`config.mk`:
```
export PLATFORM = sky130hd
export DESIGN_NAME = pci_rr_arbiter
export DESIGN_NICKNAME = d
export VERILOG_FILES = /design/src/rtl/pci_rr_arbiter.sv
export SDC_FILE = /design/constraint.sdc
export NUM_CORES = 1
export LEC_CHECK = 0
export BUFFER_PORTS_ARGS = -buffer_cell sky130_fd_sc_hd__buf_2
export CORE_UTILIZATION = 45
export DETAILED_ROUTE_END_ITERATION = 8
export GPL_TIMING_DRIVEN = 1
export HOLD_SLACK_MARGIN = 0.08
export PLACE_DENSITY = 0.77
export SYNTH_ARGS = -nofsm -noshare
export SYNTH_HDL_FRONTEND = slang
export SYNTH_SLANG_ARGS = --single-unit
export TNS_END_PERCENT = 50
```
`constraint.sdc`:
```
create_clock -name clk -period 2.4 [get_ports clk]
set_input_delay 0.36 -clock clk [delete_from_list [all_inputs] [get_ports clk]]
set_output_delay 0.36 -clock clk [all_outputs]
set_load 0.005 [all_outputs]
```
`src/rtl/pci_rr_arbiter.sv`:
```
// pci_rr_arbiter: PCI central arbiter with round-robin or fixed-priority
// selection, bus parking, a one-cycle dead GNT gap between owners and a
// GRANT-state timeout that revokes a grant the initiator never used.
module pci_rr_arbiter #(
  parameter int N_MASTERS = 8,
  parameter int PARK_ID   = 0,
  parameter int TIMEOUT   = 16
) (
  input  logic                         clk,
  input  logic                         RST_N,
  input  logic [N_MASTERS-1:0]         REQ,
  input  logic                         FRAME,
  input  logic                         IRDY,
  input  logic                         PRIO_MODE,
  output logic [N_MASTERS-1:0]         GNT,
  output logic [$clog2(N_MASTERS)-1:0] OWNER_ID,
  output logic                         TIMEOUT_EVT
);

  localparam int                   IW        = $clog2(N_MASTERS);
  localparam logic [7:0]           TO_LIMIT  = 8'(TIMEOUT);
  localparam logic [IW-1:0]        OWNER_RST = IW'(N_MASTERS - 1);
  localparam logic [N_MASTERS-1:0] GNT_PARK  = ~(N_MASTERS'(1) << PARK_ID);

  typedef enum logic [1:0] {
    ST_IDLE,
    ST_GAP,
    ST_GRANT,
    ST_BUSY
  } state_t;

  state_t               state;
  logic [IW-1:0]        win;
  logic [7:0]           cnt;
  logic [7:0]           cnt_inc;
  logic [N_MASTERS-1:0] req_act;
  logic [N_MASTERS-1:0] upper_mask;
  logic [N_MASTERS-1:0] req_upper;
  logic [IW-1:0]        rr_win;
  logic [IW-1:0]        fp_win;
  logic [IW-1:0]        pick;
  logic                 any_req;
  logic                 bus_idle;

  // Index of the lowest asserted bit of v (0 when v is empty).
  function automatic logic [IW-1:0] lowest_set(input logic [N_MASTERS-1:0] v);
    lowest_set = '0;
    for (int i = N_MASTERS - 1; i >= 0; i--) begin
      if (v[i]) lowest_set = IW'(i);
    end
  endfunction

  // Active-low grant vector with only bit idx low.
  function automatic logic [N_MASTERS-1:0] onehot_low(input logic [IW-1:0] idx);
    onehot_low = ~(N_MASTERS'(1) << idx);
  endfunction

  assign req_act  = ~REQ;
  assign any_req  = |req_act;
  assign bus_idle = FRAME & IRDY;
  assign cnt_inc  = (cnt == 8'hFF) ? cnt : cnt + 8'd1;

  // Requesters strictly above the last owner are searched first; if none,
  // the search wraps to the lowest requester, giving (OWNER_ID+1) mod N order.
  always_comb begin
    upper_mask = '0;
    for (int i = 0; i < N_MASTERS; i++) begin
      upper_mask[i] = (IW'(i) > OWNER_ID);
    end
  end

  assign req_upper = req_act & upper_mask;
  assign rr_win    = (|req_upper) ? lowest_set(req_upper) : lowest_set(req_act);
  assign fp_win    = lowest_set(req_act);
  assign pick      = PRIO_MODE ? fp_win : rr_win;

  // Arbitration FSM; GNT, OWNER_ID and TIMEOUT_EVT are all registered here.
  always_ff @(posedge clk) begin
    if (!RST_N) begin
      state       <= ST_IDLE;
      GNT         <= '1;
      OWNER_ID    <= OWNER_RST;
      TIMEOUT_EVT <= 1'b0;
      cnt         <= '0;
      win         <= '0;
    end else begin
      TIMEOUT_EVT <= 1'b0;
      case (state)
        ST_IDLE: begin
          if (!any_req) begin
            GNT <= GNT_PARK;
          end else if (bus_idle) begin
            win <= pick;
            cnt <= '0;
            if (!GNT[pick]) begin
              // Winner already holds the parked grant: no gap needed.
              state <= ST_GRANT;
            end else begin
              GNT   <= '1;
              state <= ST_GAP;
            end
          end
        end
        ST_GAP: begin
          GNT   <= onehot_low(win);
          cnt   <= '0;
          state <= ST_GRANT;
        end
        ST_GRANT: begin
          if (!FRAME) begin
            GNT      <= '1;
            OWNER_ID <= win;
            state    <= ST_BUSY;
          end else if (REQ[win]) begin
            GNT   <= '1;
            state <= ST_IDLE;
          end else if (cnt_inc >= TO_LIMIT) begin
            GNT         <= '1;
            TIMEOUT_EVT <= 1'b1;
            OWNER_ID    <= win;
            state       <= ST_IDLE;
          end else begin
            cnt <= cnt_inc;
          end
        end
        ST_BUSY: begin
          GNT <= '1;
          if (bus_idle) state <= ST_IDLE;
        end
        default: begin
          GNT   <= '1;
          state <= ST_IDLE;
        end
      endcase
    end
  end

endmodule

```
Word level (Yosys, flattened, before mapping)
Index checks and enable logic that the tools add are counted.
- bits in registers: 25
- bits of input ports: 13
- output and inout bits: 12
- word-level logic and storage cells: 99
- $add $sub $neg: 1
- magnitude comparators: 11
- equality and inequality tests: 15
- shift operators: 1
- muxes and demuxes: 48
- bitwise logic cells: 7
- reductions and logical operators: 10
- operators with widths (operator ; count):
    2-to-1 mux 8 bit ; 12
    2-to-1 mux 3 bit ; 21
    case mux 8 bit (4 select lines) ; 1
    case mux 8 bit (3 select lines) ; 1
    inverter 8 bit ; 2
    OR reduction 8 bit ; 2
    2-to-1 mux 2 bit ; 7
    != test 2 bit (second input constant) ; 7
    greater-than comparator 3 bit (first input constant) ; 4
    AND reduction 3 bit ; 3
    adder 8 x 1 -> 8 bit (second input constant) ; 1
    bitwise AND 8 bit ; 1
    equality test 8 bit (second input constant) ; 1
    >= comparator 8 x 5 -> 1 bit (second input constant) ; 1
    < comparator 3 x 4 -> 1 bit (second input constant) ; 2
    case mux 2 bit (4 select lines) ; 1
    << shifter 1 x 3 -> 8 bit (first input constant) ; 1
    binary-select mux 1 bit (select 3 bit) ; 2
    greater-than comparator 1 x 3 -> 1 bit (first input constant) ; 2
    greater-than comparator 2 x 3 -> 1 bit (first input constant) ; 2
    != test 3 bit (second input constant) ; 2
    AND reduction 6 bit ; 1
    equality test 2 bit (second input constant) ; 2
    != test 4 bit (second input constant) ; 1
    9 further kinds ; 13

Longest topological paths before layout
- word-level depth: 18
- depth in mapped cells: 9
- depth with buffers taken out: 9

Least setup slack after synthesis
No wires, ideal clock.
- path kind: register to register
- start point: reg OWNER_ID[0]
- end point: reg state[1]
- library setup time: 0.122 ns
- arrival: 2.373 ns
- data required time: 2.278 ns
- slack: -0.095 ns
- stages on the path, launching flop included: 10
- buffers on the path: 1
- clock period less this slack: 2.495 ns
- cell sequence: dfxtp_1 > buf_2 > o31a_1 > o2bb2a_4 > o21ai_4 > mux2_4 > mux2i_1 > a41oi_4 > a21boi_1 > o311a_1
- word-level cells in the longest chain between the ends: 18
- elaborated cells on any way between the ends: 26
- classes of those cells: 8 x order compare; 16 x mux; 1 x bitwise; 1 x reduce/logical
- ends and longest elaborated chain (what ; RTL line ; text):
    start, declared ; 16 ; output logic [$clog2(N_MASTERS)-1:0] OWNER_ID,
    start signal, assigned ; 112 ; OWNER_ID <= win;
    start signal, assigned ; 120 ; OWNER_ID <= win;
    greater-than comparator 3 bit ; 68 ; upper_mask[i] = (IW'(i) > OWNER_ID);
    bitwise AND 8 bit (*) ; 72 ; assign req_upper = req_act & upper_mask;
    2-to-1 mux 3 bit (8 in a row) ; 49 ; if (v[i]) lowest_set = IW'(i);
    2-to-1 mux 3 bit (*) ; 73 ; assign rr_win = (|req_upper) ? lowest_set(req_upper) : lowest_set(req_act);
    2-to-1 mux 3 bit (*) ; 75 ; assign pick = PRIO_MODE ? fp_win : rr_win;
    binary-select mux 1 bit (select 3 bit) (*) ; 95 ; if (!GNT[pick]) begin
    2-to-1 mux 1 bit (implied by the code) (*) ; 95 ;
    2-to-1 mux 2 bit (*) ; 95 ;
    2-to-1 mux 2 bit (*) ; 92 ; end else if (bus_idle) begin
    2-to-1 mux 2 bit (*) ; 90 ; if (!any_req) begin
    case mux 2 bit (4 select lines) (*) ; 88 ; case (state)
    end signal, assigned ; 97 ; state <= ST_GRANT;
    end signal, assigned ; 100 ; state <= ST_GAP;
    end signal, assigned ; 107 ; state <= ST_GRANT;
    end, declared ; 32 ; state_t state;
Every way passes the cells marked *; elsewhere a longest branch is shown, timed or not. The select of a mux whose other input is x is not followed.
A chain may end at the register's enable or synchronous reset.

Worst setup path after layout
- start point: reg OWNER_ID[1]
- end point: reg GNT[3]
- word-level cells in the longest chain between the ends: 16
- elaborated cells on any way between the ends: 24
- classes of those cells: 8 x order compare; 1 x eq/ne; 12 x mux; 1 x bitwise; 2 x reduce/logical
- ends and longest elaborated chain (what ; RTL line ; text):
    greater-than comparator 3 bit ; 68 ;
    bitwise AND 8 bit (*) ; 72 ;
    2-to-1 mux 3 bit (8 in a row) ; 49 ;
    2-to-1 mux 3 bit (*) ; 73 ;
    2-to-1 mux 3 bit (*) ; 75 ;
    binary-select mux 1 bit (select 3 bit) (*) ; 95 ;
    2-to-1 mux 1 bit (implied by the code) (*) ; 95 ;
    != test 3 bit (no line) (*) ; -- ;
    AND reduction 3 bit (no line) (*) ; -- ;
    end signal, assigned ; 105 ; GNT <= onehot_low(win);
    end, declared ; 15 ; output logic [N_MASTERS-1:0] GNT,
Marks and branches as above.

==> metrics <==
status=complete, but fails checks; failing checks=setup timing; Die Ht=63.8 µm; R2R cell count=9; Slowest-stage cell, CP=mux2_4; cts hold-fix bufs=0; area delta synth->final=34.7%; Final Setup Violations=2; DIE AREA=4070 µm²; Synth Flop Type=dfxtp_1; Worst Hold Class=in2reg; clk slew on worst S/H paths=90 ps; final WL=4630 µm; port bufs=24; post-route ant nets=0; Final Hold Slack=417 ps; Placer Congestion=0.868; synthesized cell area=1720 µm²; crit path DAT=2620 ps; initial drt markers=143; Worst setup SP type=register; max cap viols=0; final hold vios=0; drt first pass iters=7; post-DP HPWL=3320 µm; htree depth=1; CTS root buf=clkbuf_8; Leakage=0.000923 µW; EDFF count, synth=0; Final period util=101%; syn avg cell area=8.33 µm²; Setup crit end kind=register; Synthesis Warnings=0; global-route wire length before repair=7150 µm; FP Rows=22; Slew @ Worst Pin=664 ps; worst reg2reg setup slack=-20 ps; fraction of layout cells with a size suffix above 1=35.3%; Core ar.=3660 µm²; Num CTS Buffers=3; clock sink count=25; GRT Util Overall=22.3%; Clock Latency Late Sink=270 ps; RR Startpoint=OWNER_ID[1]; CP Max Fanout=8; vias in the first global route=1545; TritonCTS clock tree=yes; commonest non-fill, non-tap cell in the layout=buf_4; Pwr per Cell Area=455 nW/µm²; RSZ-0062 raised after global routing=true; max-slew violations=0; RR Endpoint=GNT[3]; DRC violations left=0; crit-path cells=o31a_1 > o2bb2a_4 > o21ai_4 > mux2_4 > mux2i_4 > a41oi_4 > buf_6 > a31oi_1 > o21ai_1; fin nets=284; fmax=0.413 GHz; Layout Utilization=63.2%; Via-to-Cell Ratio=5.63; Worst Hold Launch=RST_N; Final min period=2420 ps; Final WS setup=-24.2 ps; largest net degree at the start of global routing=19; kind of critical path=reg2reg; Max Root-Sink Buffers=2; Hold EP=OWNER_ID[0]; grt ovf=0; Post-Synthesis Cells=206; total inserted antenna cells=0; Slew headroom=55.3%; Starting Density=46.9%; Critical Path RT=2600 ps; post-synthesis async set-or-reset flop share=0%; post-synthesis register bit count=25; Seq/Total Area, Yosys=29.2%; Top Ports=25; Worst VDD drop=0.000278 V; synth unique cells=56; most frequent cells in the layout=buf_4, nor2_1, nand2_1, buf_2, dfxtp_1; Via Count=1785; Layout Skew=4.33 ps; routed len/inst=14.6 µm; syn nets=220; die width=63.8 µm; worst hold path stage count=2; CP peak stage delay=380 ps; initial antenna violation count=0
critical path: cells and delay by family, from the launching register on:
family	cells	cell delay, ps
AOI/OAI and AO/OA	6	1230
buffers and inverters	1	160
DFF	1	370
muxes	2	590
logic make-up after synthesis:
group | share of synthesized area [%]
xor+xnor | 1.53
fa+ha+maj | 0.729
mux | 7.73
compound gates | 31.9
flops | 29.2
buf+inv | 4.23
simple gates | 24.8
sequential cells by signal, indices dropped and copies added, names as in the netlist:
signal and cells:
cnt 8, OWNER_ID 3, TIMEOUT_EVT 1, GNT 8, state 2, win 3
cell usage after synthesis (all sizes together), types with 2 or more instances:
cell type	instances	share of area, %
mux4	2	3.1
and2	2	0.73
mux2i	5	2.9
a41oi	2	3.2
a21oi	8	2.3
nand4	3	1.1
nor2	26	5.7
nand3	3	0.87
o31ai	2	1.7
buf	6	1.8
a211oi	3	1.3
o31a	2	1.0
nand2b	7	2.6
and3	4	1.5
o21ai	18	6.1
a21boi	2	0.87
inv	8	1.7
clkbuf	3	0.66
nand2	25	5.5
o211ai	6	3.4
nor4	3	2.0
mux2	2	1.7
xor2	2	1.0
a31oi	10	3.6
dfxtp	25	29
nor3	5	1.5
o2111ai	2	1.0
worst max path at each step:
stage                     slack [ps]  endpoint  cells after the start        start
after floorplan                  -40  state[1]                      9  OWNER_ID[0]
after global placement          -150  state[1]                      9       REQ[5]
after detailed placement        -200  state[1]                      9       REQ[5]
after CTS                         -5  state[1]                      9  OWNER_ID[1]
after global routing            -120    GNT[3]                     10  OWNER_ID[1]
final                            -20    GNT[3]                      9  OWNER_ID[1]
repair_timing:
item | in CTS | in global routing
pin swaps | 2 | 13
gates resized for setup | 6 | 11
endpoints found under the setup margin | 13 | 13
buffers inserted | 0 | 5
hold endpoints to repair | 0 | 0
cloned | 1 | 0
power breakdown:
group	switching [µW]	total, µW	internal (µW)
Clock	131	250	119
Combinational	180	355	175
Sequential	18.0	447	429
Total	329	1050	723
area by class of cell:
cell class / count / area [µm²]
Inverter: 8 / 30.0
Sequential cell: 25 / 510
Clock buffer: 4 / 45.0
Timing Repair Buffer: 67 / 450
Multi-Input combinational cell: 165 / 1220
Fill cell: 292 / 1350
Tap cell: 48 / 60.1
per-layer routing:
layer / GRT usage [%] / vias up / part of all wire (%) / wire (µm)
met2: 36.0 / 50 / 47 / 2190
met4: 7.39 / 0 / 1.8 / 85
met3: 4.46 / 8 / 4.1 / 191
li1: - / 894 / - / -
met5: 0 / - / 0 / 0
met1: 29.4 / 833 / 47 / 2160
through the flow:
| stage | TNS (ps) | power [µW] | cell area, µm² | setup slack, ps | cells |
|---|---|---|---|---|---|
| 3_5_place_dp | -1830 | 772 | 2140 | -197 | 307 |
| 2_1_floorplan | -43.9 | 645 | 1730 | -43.9 | 206 |
| 5_1_grt | -605 | 1110 | 2310 | -124 | 317 |
| 3_3_place_gp | -1200 | 767 | 2140 | -152 | 307 |
| 4_1_cts | -5.48 | 1020 | 2230 | -5.48 | 312 |
| 6_report | -26.4 | 1050 | 2310 | -24.2 | 317 |
(Power assumes the default switching activity.)
